## src/rtl/acc_result_stage.sv

```systemverilog
`default_nettype none
// ============================================================================
// Module   : acc_result_stage
// Brief    : Accumulator/result stage wrapped around an external 3-bit ripple
//            adder, with settle wait and valid/ready result handshake.
// Revision : 1.0 - initial release
// ============================================================================
module acc_result_stage #(
    parameter int SETTLE_CYC = 2,
    parameter int CNT_W      = 4
) (
    input  logic             clk,
    input  logic             rst,
    input  logic             in_valid,
    output logic             in_ready,
    input  logic             in_op,
    input  logic [2:0]       in_b,
    input  logic             clear,
    output logic [2:0]       adder_a,
    output logic [2:0]       adder_b,
    input  logic [2:0]       adder_s,
    input  logic             adder_c,
    output logic             out_valid,
    input  logic             out_ready,
    output logic [3:0]       out_sum,
    output logic             ovf_sticky,
    output logic [CNT_W-1:0] op_count
);

    typedef enum logic [1:0] {
        S_IDLE    = 2'd0,
        S_SETTLE  = 2'd1,
        S_CAPTURE = 2'd2,
        S_OUT     = 2'd3
    } state_t;

    localparam logic [3:0]       c_settle_load = 4'(SETTLE_CYC - 1);
    localparam logic [CNT_W-1:0] c_cnt_one     = CNT_W'(1);

    state_t           r_state;
    state_t           w_next;
    logic [2:0]       r_acc;
    logic [2:0]       r_b;
    logic             r_op;
    logic [3:0]       r_settle;
    logic [3:0]       r_sum;
    logic             r_ovf;
    logic [CNT_W-1:0] r_count;
    logic             w_accept;

    assign w_accept = (r_state == S_IDLE) && in_valid && !clear;

    always_comb begin
        w_next = r_state;
        case (r_state)
            S_IDLE:    if (w_accept) w_next = in_op ? S_CAPTURE : S_SETTLE;
            S_SETTLE:  if (r_settle == 4'd0) w_next = S_CAPTURE;
            S_CAPTURE: w_next = S_OUT;
            S_OUT:     if (out_ready) w_next = S_IDLE;
            default:   w_next = S_IDLE;
        endcase
        // clear abandons any operation in flight, including a pending result
        if (clear) w_next = S_IDLE;
    end

    always_ff @(posedge clk) begin
        if (rst) begin
            r_state  <= S_IDLE;
            r_acc    <= 3'd0;
            r_b      <= 3'd0;
            r_op     <= 1'b0;
            r_settle <= 4'd0;
            r_sum    <= 4'd0;
            r_ovf    <= 1'b0;
            r_count  <= '0;
        end else begin
            r_state <= w_next;
            if (clear) begin
                r_acc   <= 3'd0;
                r_ovf   <= 1'b0;
                r_count <= '0;
            end else begin
                case (r_state)
                    S_IDLE: begin
                        if (in_valid) begin
                            r_b      <= in_b;
                            r_op     <= in_op;
                            r_settle <= c_settle_load;
                        end
                    end
                    S_SETTLE: begin
                        if (r_settle != 4'd0) r_settle <= r_settle - 4'd1;
                    end
                    S_CAPTURE: begin
                        if (r_op) begin
                            r_sum <= {1'b0, r_b};
                            r_acc <= r_b;
                        end else begin
                            r_sum <= {adder_c, adder_s};
                            r_acc <= adder_s;
                            r_ovf <= r_ovf | adder_c;
                        end
                        r_count <= r_count + c_cnt_one;
                    end
                    default: ;
                endcase
            end
        end
    end

    assign adder_a    = r_acc;
    assign adder_b    = r_b;
    assign in_ready   = (r_state == S_IDLE);
    assign out_valid  = (r_state == S_OUT);
    assign out_sum    = r_sum;
    assign ovf_sticky = r_ovf;
    assign op_count   = r_count;

endmodule
`default_nettype wire
```

## config.mk

```make
export PLATFORM = sky130hd
export DESIGN_NAME = acc_result_stage
export DESIGN_NICKNAME = d
export VERILOG_FILES = /design/src/rtl/acc_result_stage.sv
export SDC_FILE = /design/constraint.sdc
export NUM_CORES = 1
export LEC_CHECK = 0
export BUFFER_PORTS_ARGS = -buffer_cell sky130_fd_sc_hd__buf_2
export CORE_MARGIN = 1
export CORE_UTILIZATION = 34
export CTS_CLUSTER_SIZE = 12
export DETAILED_ROUTE_END_ITERATION = 12
export PLACE_DENSITY = 0.57
export SKIP_LAST_GASP = 1
export SYNTH_ARGS = -nofsm -noshare
export SYNTH_HDL_FRONTEND = slang
export SYNTH_SLANG_ARGS = --single-unit
```

## constraint.sdc

```tcl
create_clock -name clk -period 1.7 [get_ports clk]
set_input_delay 0.34 -clock clk [delete_from_list [all_inputs] [get_ports clk]]
set_output_delay 0.34 -clock clk [all_outputs]
set_load 0.005 [all_outputs]
```

==> impl_metrics.json <==
{
  "skew_ns": 0.00552,
  "finalInstanceArea_mm2": 0.00133,
  "path_buf_inv": 2,
  "globalRouteOverflowTotal": 0,
  "ys_dominant_reg_cell": "dfxtp_1",
  "synth_cells": 114,
  "global_route_wire_length_before_repair_um": 3720,
  "cts.htree.levels": 1,
  "grt_pass1_vias": 837,
  "run_status": "finished, violations left",
  "post_synth_num_cell_types": 31,
  "crit_chain": "inv_2 -> ha_4 -> or3b_4 -> a222oi_1 -> buf_4 -> mux2i_1 -> nor2_1",
  "critical_path_required_ns": 1.91,
  "drt_drc_violations_left": 1,
  "synthesis.area_mm2": 0.00105,
  "buffer_levels_on_the_longest_clock_path": 2,
  "critPathArrivalTime_ns": 1.88,
  "ys_async_rst_share_pct": 0,
  "timing.final.setup_violations": 0,
  "synth_seq_cells": 22,
  "postRouteWirelength_um": 2240,
  "num_io_pins": 30,
  "ys.warnings.count": 0,
  "synth.area.mux_share_pct": 10.6,
  "cts.hold.buffers_added": 0,
  "critical-path-slowest-cell": "or3b_4",
  "synth_simple_gate_area_share_pct": 19.4,
  "area.growth.synth_to_final_pct": 26.5,
  "synth_top_family_by_area": "simple AND/OR/NAND/NOR gates",
  "power.switching_fraction_pct": 23.6,
  "max-slew-margin-rel_pct": 69.2,
  "grt_util_all_layers_pct": 14.5,
  "number_of_antenna_violations_at_the_first_check_in_global_routing": 0,
  "seqPwrFrac_pct": 48.9,
  "final.setup.worst_slack_ns": 0.0288,
  "maxClockFrequency_ghz": 0.598,
  "p_int_w": 0.000854,
  "ant_nets": 0,
  "final_min_period_over_clock_period_pct": 98.3,
  "r2r-start": "r_settle[0]",
  "critical_path.max_stage_delay_ns": 0.37,
  "clock-root-buffer": "clkbuf_4",
  "final_core_util_pct": 46.9,
  "tritoncts": "done",
  "clock_buffers_created_by_tritoncts": 3,
  "finalWorstPathRequiredPeriod_ns": 1.67,
  "setup.worst_path.class": "flop to flop",
  "finalNetCount": 169,
  "min_from": "in_b[2]",
  "grt_start_max_net_pins": 15,
  "floorplan.initialDensity_pct": 37.1,
  "synth-seq-area-share_pct": 42.0,
  "portBuffers": 29,
  "worst_setup_path_end_kind": "flop",
  "power.leakage_nw": 0.599,
  "placementRows": 19,
  "synth_fa_ha_area_share_pct": 9.54,
  "chipHeight_um": 57.6,
  "dpl_worst_slack_ns": 0.0269,
  "dpl-instance-area_mm2": 0.00124,
  "fill_cells": 277,
  "grt_setup_unrepaired": "true",
  "place_hpwl_um": 1700,
  "crit_path_max_fo": 3,
  "clock_sink_count": 22,
  "report.final.slew_viol_count": 0,
  "tightestPinTransition_ns": 0.462,
  "cp_top_family": "simple AND/OR/NAND/NOR gates",
  "power.combinational.fraction_pct": 14.9,
  "routed-via-count": 884,
  "mean_instance_size_in_the_synthesized_netlist_um2": 9.21,
  "clk_pin_slew_ns": 0.13,
  "detail_route.vias_per_cell": 4.97,
  "drive_gt1_share_pct": 34.7,
  "failed_checks": "design-rule violations",
  "clk_latency_ns": 0.31,
  "synth_fp_nets": 135,
  "total_switching_power_w": 0.000263,
  "cp-startpoint": "r_settle[0]",
  "drt-pass1-iter-count": 8,
  "routed_wire_length_per_instance_um": 12.6,
  "fp.coreArea_mm2": 0.00283,
  "globalplace.congestion": 0.883,
  "synthXorXnorAreaFrac_pct": 2.50,
  "timing.hold.worst.class": "primary input to flop",
  "fp.dieArea_mm2": 0.00331,
  "antenna_diode_instance_count": 0,
  "hold_viol": 0,
  "chipWidth_um": 57.6,
  "power_frac_clock_pct": 36.2,
  "synth_edf_count": 0,
  "vdd_ir_drop_max_mv": 0.436,
  "power.density_cell_area_mw_per_mm2": 841,
  "final.hold.worst_slack_ns": 0.263,
  "maxCapViolations": 0,
  "synth_compound_area_share_pct": 11.7,
  "worstSetupStartpointType": "flop",
  "first_iter_violations": 29
}
-- final cells by class --
class                           instances  area, um^2  share of cell area (%)
Multi-Input combinational cell         80         582                    43.8
Sequential cell                        22         445                    33.6
Timing Repair Buffer                   34         183                    13.8
Tap cell                               31        38.8                    2.92
Clock inverter                          1        30.0                    2.26
Inverter                                7        26.3                    1.98
Clock buffer                            3        22.5                    1.70
-- layout by cell type (no fill, tap or decap), types with 2 or more instances in the layout --
cell type and instances:
inv_2 2, ha_1 6, nand2b_1 3, dfxtp_2 4
nor2b_1 2, buf_2 29, nor2_1 20, nand2_1 4
mux2i_1 10, clkbuf_4 3, nand3_1 2, xor2_1 2
nor3_1 2, a21oi_1 3, a211oi_1 7, dfxtp_1 18
a31oi_1 2, inv_1 5, buf_4 5
-- kinds of logic (layout without fill, tap and decap cells) --
logic type	after synthesis	in the layout
mux	11	11
buf+inv	12	45
fa+ha+maj	8	8
simple gates	41	41
xor+xnor	3	3
compound gates	17	17
flops	22	22
-- through the flow --
step                      setup TNS, ns  total power (W)  cells
after floorplan                       0         0.000654    114
after global placement                0         0.000713    173
after detailed placement              0         0.000717    173
after CTS                             0          0.00112    177
after global routing             -0.185          0.00117    178
final                                 0          0.00112    178
-- registers in the layout, summed over array words and instances (netlist names) --
name	cells
r_op	1
adder_b	3
out_sum	4
op_count	4
adder_a	3
r_settle	4
ovf_sticky	1
r_state	2
-- Yosys cell counts, drive strengths merged (3+ instances only) --
| master | count | area [um^2] |
|---|---|---|
| a211oi | 7 | 52.6 |
| a21oi | 3 | 15.0 |
| clkbuf | 4 | 15.0 |
| dfxtp | 22 | 440 |
| ha | 8 | 100 |
| inv | 7 | 26.3 |
| mux2i | 10 | 100 |
| nand2 | 4 | 15.0 |
| nand2b | 3 | 18.8 |
| nor2 | 20 | 75.1 |
-- routing by layer --
layer,track usage (%),share of wire (%),vias up
met5,0,0,-
met1,19.0,46,401
met4,5.23,0.85,0
met3,2.04,5.0,2
li1,-,-,461
met2,24.4,48,20
-- tightest hold or removal path, delay by kind of cell --
family | cells | cell delay (ns)
and+or+nand+nor | 1 | 0.07
buffers and inverters | 1 | 0.08
muxes | 1 | 0.05
-- path summary, 6_finish.rpt --
check                             endpoint  slack, ns  cells after the start
worst max register to register  r_state[0]       0.03                      7
worst min register to register  ovf_sticky       0.48                      2
worst min-delay path            adder_b[2]       0.26                      3
worst max-delay path            r_state[0]       0.03                      7
-- power by group through the flow --
stage	Sequential, W	Combinational, W	Clock (W)
final	0.000546	0.000167	0.000404
after global routing	0.000549	0.000185	0.000435
after CTS	0.000545	0.000161	0.000413
after detailed placement	0.000556	0.000160	0
after global placement	0.000555	0.000158	0
after floorplan	0.000554	0.000101	0
-- repair_timing --
action | 4_1_cts | 5_1_grt
buffers inserted | 0 | 1
setup endpoints to repair | 0 | 6
gates resized for setup | 0 | 10
Note: power is estimated with default switching activity, not from simulation.
